**config.mk**
```make
export PLATFORM = sky130hd
export DESIGN_NAME = vend_dispense_arbiter
export DESIGN_NICKNAME = d
export VERILOG_FILES = /design/src/rtl/vend_dispense_arbiter.sv
export SDC_FILE = /design/constraint.sdc
export NUM_CORES = 1
export LEC_CHECK = 0
export ABC_AREA = 1
export ABC_CLOCK_PERIOD_IN_PS = 1800
export CORE_MARGIN = 5
export CORE_UTILIZATION = 44
export DETAILED_ROUTE_END_ITERATION = 8
export GPL_TIMING_DRIVEN = 0
export PLACE_DENSITY = 0.87
export RECOVER_POWER = 50
export SYNTH_ARGS = -nofsm -noshare
export SYNTH_HDL_FRONTEND = slang
export SYNTH_SLANG_ARGS = --single-unit
```
**constraint.sdc**
```tcl
create_clock -name clk -period 1.8 [get_ports clk]
set_clock_uncertainty 0.05 [all_clocks]
set_input_delay 0.36 -clock clk [delete_from_list [all_inputs] [get_ports clk]]
set_output_delay 0.36 -clock clk [all_outputs]
set_load 0.03 [all_outputs]
```
**src/rtl/vend_dispense_arbiter.sv**
```systemverilog
// ---------------------------------------------------------------------------
// vend_dispense_arbiter
//
// Shares one dispense motor and one change hopper between four vending
// front-ends. A round-robin grant picks one requester. The FSM then runs
// the motor until the drop sensor fires, pays out the latched change one
// coin per two cycles, and gives a one-cycle done pulse to the winner.
//
// Optional feature (macro VEND_ARB_TIMEOUT_EN):
//   If this macro is defined, an 8-bit counter bounds DISPENSE to
//   TIMEOUT_CYC cycles. On expiry the arbiter pulses err, skips the change
//   payout and still completes through DONE. If the macro is undefined,
//   err is tied low and no counter is built.
//
// Ports:
//   clk         in   clock, rising edge
//   rst         in   asynchronous reset, active low
//   req[3:0]    in   per-front-end request, held until done[i]
//   chg[11:0]   in   change owed, chg[3i+2:3i] for requester i
//   drop_sense  in   item-drop sensor
//   gnt[3:0]    out  one-hot grant, zero when idle
//   motor_en    out  dispense motor drive
//   coin_pulse  out  change hopper, one high cycle per coin
//   done[3:0]   out  one-cycle completion pulse to the winner
//   busy        out  high in every state except IDLE
//   err         out  one-cycle dispense-timeout pulse
// ---------------------------------------------------------------------------
module vend_dispense_arbiter #(
  parameter int unsigned TIMEOUT_CYC = 16
) (
  input  logic        clk,
  input  logic        rst,
  input  logic [3:0]  req,
  input  logic [11:0] chg,
  input  logic        drop_sense,
  output logic [3:0]  gnt,
  output logic        motor_en,
  output logic        coin_pulse,
  output logic [3:0]  done,
  output logic        busy,
  output logic        err
);

  if (TIMEOUT_CYC < 2 || TIMEOUT_CYC > 255) begin : g_bad_timeout
    $error("TIMEOUT_CYC must be within 2..255");
  end

  typedef enum logic [1:0] {
    S_IDLE     = 2'd0,
    S_DISPENSE = 2'd1,
    S_CHANGE   = 2'd2,
    S_DONE     = 2'd3
  } state_t;

  state_t      state_q, state_d;
  logic [1:0]  ptr_q, ptr_d;
  logic [1:0]  win_q, win_d;
  logic [2:0]  coin_cnt_q, coin_cnt_d;
  logic        phase_q, phase_d;      // 0 = coin high cycle, 1 = gap cycle
  logic        armed_q;               // blocks a grant on the first edge after reset
  logic        tmo_expire;

  logic        rr_found;
  logic [1:0]  rr_pick;
  logic [1:0]  rr_idx;
  logic [2:0]  chg_sel;
  logic        grant;

`ifdef VEND_ARB_TIMEOUT_EN
  logic [7:0]  tmo_cnt_q, tmo_cnt_d;
  logic        tmo_hit_q, tmo_hit_d;

  // A drop on the final cycle wins over the timeout.
  assign tmo_expire = (state_q == S_DISPENSE) && !drop_sense &&
                      (tmo_cnt_q == 8'(TIMEOUT_CYC - 1));

  always_comb begin
    tmo_cnt_d = (state_q == S_DISPENSE) ? tmo_cnt_q + 8'd1 : 8'd0;
    tmo_hit_d = tmo_expire;
  end

  always_ff @(posedge clk or negedge rst) begin
    if (!rst) begin
      tmo_cnt_q <= 8'd0;
      tmo_hit_q <= 1'b0;
    end else begin
      tmo_cnt_q <= tmo_cnt_d;
      tmo_hit_q <= tmo_hit_d;
    end
  end

  // tmo_hit_q is only ever set on the transition into DONE.
  assign err = tmo_hit_q;
`else
  assign tmo_expire = 1'b0;
  assign err        = 1'b0;
`endif

  // Round-robin search: the first requester at or after ptr wins.
  always_comb begin
    rr_found = 1'b0;
    rr_pick  = ptr_q;
    rr_idx   = ptr_q;
    for (int k = 0; k < 4; k++) begin
      rr_idx = ptr_q + 2'(k);
      if (!rr_found && req[rr_idx]) begin
        rr_found = 1'b1;
        rr_pick  = rr_idx;
      end
    end
  end

  always_comb begin
    case (rr_pick)
      2'd0:    chg_sel = chg[2:0];
      2'd1:    chg_sel = chg[5:3];
      2'd2:    chg_sel = chg[8:6];
      default: chg_sel = chg[11:9];
    endcase
  end

  assign grant = (state_q == S_IDLE) && armed_q && rr_found;

  // State register
  always_ff @(posedge clk or negedge rst) begin
    if (!rst) state_q <= S_IDLE;
    else      state_q <= state_d;
  end

  // Next-state logic
  always_comb begin
    state_d = state_q;
    case (state_q)
      S_IDLE: begin
        if (grant) state_d = S_DISPENSE;
      end
      S_DISPENSE: begin
        if (drop_sense)      state_d = (coin_cnt_q != 3'd0) ? S_CHANGE : S_DONE;
        else if (tmo_expire) state_d = S_DONE;
      end
      S_CHANGE: begin
        // Leave only after the gap cycle that follows the last coin.
        if (phase_q && coin_cnt_q == 3'd0) state_d = S_DONE;
      end
      default: state_d = S_IDLE;
    endcase
  end

  // Datapath next values
  always_comb begin
    ptr_d      = ptr_q;
    win_d      = win_q;
    coin_cnt_d = coin_cnt_q;
    phase_d    = phase_q;
    if (grant) begin
      win_d      = rr_pick;
      coin_cnt_d = chg_sel;
    end
    if (state_q == S_DISPENSE) phase_d = 1'b0;
    if (state_q == S_CHANGE) begin
      phase_d = ~phase_q;
      if (!phase_q) coin_cnt_d = coin_cnt_q - 3'd1;
    end
    if (state_d == S_DONE && state_q != S_DONE) ptr_d = win_q + 2'd1;
  end

  always_ff @(posedge clk or negedge rst) begin
    if (!rst) begin
      ptr_q      <= 2'd0;
      win_q      <= 2'd0;
      coin_cnt_q <= 3'd0;
      phase_q    <= 1'b0;
      armed_q    <= 1'b0;
    end else begin
      ptr_q      <= ptr_d;
      win_q      <= win_d;
      coin_cnt_q <= coin_cnt_d;
      phase_q    <= phase_d;
      armed_q    <= 1'b1;
    end
  end

  // Output decode from registered state
  always_comb begin
    gnt        = 4'b0000;
    motor_en   = 1'b0;
    coin_pulse = 1'b0;
    done       = 4'b0000;
    busy       = (state_q != S_IDLE);
    case (state_q)
      S_DISPENSE: begin
        gnt      = 4'b0001 << win_q;
        motor_en = 1'b1;
      end
      S_CHANGE: begin
        gnt        = 4'b0001 << win_q;
        coin_pulse = ~phase_q;
      end
      S_DONE: begin
        gnt  = 4'b0001 << win_q;
        done = 4'b0001 << win_q;
      end
      default: ;
    endcase
  end

endmodule

```
==> flow_summary.ini <==
[place]
numPortBuffers = 29
pre_cts_slack_ns = -0.4877
globalplace.congestion = 0.8240
placed_cells = 226
dp_hpwl_mm = 1.915

[critical_path]
worstSetupStartpointType = input port
crit_required_ns = 1.95
timing.rr.start = ptr_q[1]$_DFFE_PN0P_
endpoint_kind = flip-flop
timing.rr.end = coin_cnt_q[2]$_DFF_PN0_
reg2reg_slack_ns = -0.20
arrival_ns = 2.15
rr_worst_depth = 14
path_max_fanout = 5
path_class = in -> reg

[global_routing]
grt_usage = 0.1695
grt_overflow = 0
grt_pass1_vias = 1146
grt_pass1_wl_mm = 4.830
grt_max_degree = 12
antenna_found_initial = 0

[route]
drt-total-wl_mm = 2.900
drt_iter0_drc = 43
ant_nets = 0
routed_via_density = 4.905
num_vias = 1187
wire_per_inst_um = 11.98
drtPass1Iterations = 4
drcViolationCount = 0

[synthesis]
ys.warnings.count = 0
syn_area_um2 = 1162
synth_top_cell_area_share = 0.2368
synthTopCellsByArea = dfrtp_1, nand2_1, ha_1
ys_seq_area_frac = 0.2368
ys_ff_latch = 11
synth_area_leader_cell = dfrtp_1
synth_cells = 167
ys_types = 25
synth_fp_nets = 198
syn_avg_cell_area_um2 = 6.960

[sta]
drv_slew = 0
period_minus_slack_ns = 2.001
relSlewSlack = 0.6689
setup_violations = 7
fin_hold_ws_ns = 0.4377
hold_viol_final = 0
rsz0062_at_grt = yes
worst_pin_slew_ns = 0.4951
post-route-period-util = 1.112
fmax_mhz = 499.7
finalSetupTns_ns = -0.9018
setup_slack_ns = -0.2011

[status]
violations = negative setup slack
status = finished with violations

[clock_network]
clkTransAtPathRegs_ns = 0.06
cts_buffers = 3
cts_tree = done
holdBufCountCts = 0
htreeDepth = 1
cts_sinks = 11
cts_buffer_depth = 2
insertion_delay_ns = 0.27
clockRootBuffer = clkbuf_4

[power]
swShare = 0.5499
p_per_area_nw_per_um2 = 2035
p_int_mw = 1.590
p_switching_mw = 1.942
clockPowerShare = 0.047
seqPwrFrac = 0.144
p_leak_nw = 0.8849
vdd_drop_max_uv = 1242
comb_power_share = 0.809

[flow_run]
drv_cap = 0

[final_layout]
multi_input_area_um2 = 914.6
fin_nets = 244
layout_common_cells = nand2_1, inv_1, nand2_2, clkdlybuf4s50_1
post-route-util = 0.6942
layoutNonFillerInstCount = 242
antennaDiodeCount = 0
syn_to_final_growth_pct = 49.30
seq_area_um2 = 280.3
drive_gt1_frac = 0.3821
fillers = 217
mostFrequentLayoutCell = nand2_1

[floorplan]
core.rowCount = 18
io_pins = 31
die_h_um = 61.40
start_util = 0.4650
die_x_um = 61.40
die_area_um2 = 3769
coreArea_um2 = 2500

[min_path]
hold_path_class = in -> async
## registers in the layout, summed over array words and instances (netlist names)
register,count
win_q,2
ptr_q,2
armed_q,1
phase_q,1
coin_cnt_q,3
state_q,2
## cell families (layout without fill, tap and decap cells)
family          count (synthesis)  after routing  share of synthesized area
simple gates                   89             90                     0.3595
buf+inv                        30             74                     0.1055
compound gates                 21             21                     0.1475
fa+ha+maj                      12             12                     0.1292
flops                          11             11                     0.2368
other cells                     2              2                   0.006461
xor+xnor                        2              2                    0.01507
## synth_stat cells
cell type,n
a21oi_1,9
a21oi_4,1
a221oi_1,1
buf_4,2
conb_1,2
dfrtp_1,11
ha_1,12
inv_1,24
inv_2,3
inv_4,1
nand2_1,44
nand2_2,8
nand2_4,3
nand3_1,16
nand3b_1,3
nand4_1,4
nor2_1,11
o21a_1,2
o21ai_0,2
o21ai_1,1
o21ai_4,1
o21bai_1,2
o21bai_4,1
o31ai_4,1
xor2_1,2
## layout make-up
class,count,share of cell area
Timing Repair Buffer,40,0.1947
Inverter,28,0.06921
Multi-Input combinational cell,127,0.5270
Buffer,2,0.01081
Sequential cell,11,0.1615
Tap cell,30,0.02163
Clock buffer,4,0.01514
## how the worst max path moves through the flow
stage                                    endpoint  slack (ns)                 start  cells after the start
after CTS                    ptr_q[0]$_DFFE_PN0P_       -0.12  ptr_q[0]$_DFFE_PN0P_                     14
final                     coin_cnt_q[2]$_DFF_PN0_       -0.20                req[2]                     14
after global placement       ptr_q[0]$_DFFE_PN0P_       -0.45                req[3]                     13
after detailed placement  coin_cnt_q[2]$_DFF_PN0_       -0.49                req[1]                     14
after floorplan              ptr_q[0]$_DFFE_PN0P_      -0.009  ptr_q[0]$_DFFE_PN0P_                     14
after global routing      coin_cnt_q[2]$_DFF_PN0_       -0.33  ptr_q[0]$_DFFE_PN0P_                     15
## power by group through the flow
stage	Clock [mW]	Combinational [mW]	Sequential, mW
5_1_grt	0.187	3.15	0.523
3_5_place_dp	0	2.24	0.479
6_report	0.168	2.86	0.509
2_1_floorplan	0	1.76	0.452
4_1_cts	0.175	2.68	0.479
3_3_place_gp	0	2.19	0.474
## metal layers
| layer | vias to the layer above | global-route usage | wire [µm] |
|---|---|---|---|
| li1 | 615 | - | - |
| met5 | - | 0 | 0 |
| met1 | 541 | 0.1926 | 1166 |
| met4 | 0 | 0.04848 | 17 |
| met2 | 29 | 0.3097 | 1525 |
| met3 | 2 | 0.04612 | 191 |
## worst max-delay path, cell delays in order
cell and delay (ns):
clkdlybuf4s50_1 0.44, nand2_2 0.10, nand2_4 0.06, nand2_4 0.07, nand2_4 0.07, a21oi_4 0.17, nand4_1 0.25, nand2_4 0.18
nand2_2 0.06, nand2_2 0.05, nand2_1 0.05, nand3_1 0.08, nand2_1 0.07, a21oi_2 0.14
## through the flow
step	power [mW]	instance area [µm²]
floorplan	2.212	1171
global placement	2.668	1499
detailed placement	2.720	1499
CTS	3.334	1689
global route	3.864	1735
finish	3.532	1735
## timing repair
item                                    in CTS  in global routing
gates resized for setup                     72                 34
setup buffers                               11                  0
cloned                                       1                  0
endpoints found under the setup margin      18                 19
pin swaps                                   14                 18
No activity file was read; power rests on OpenSTA's default activity.
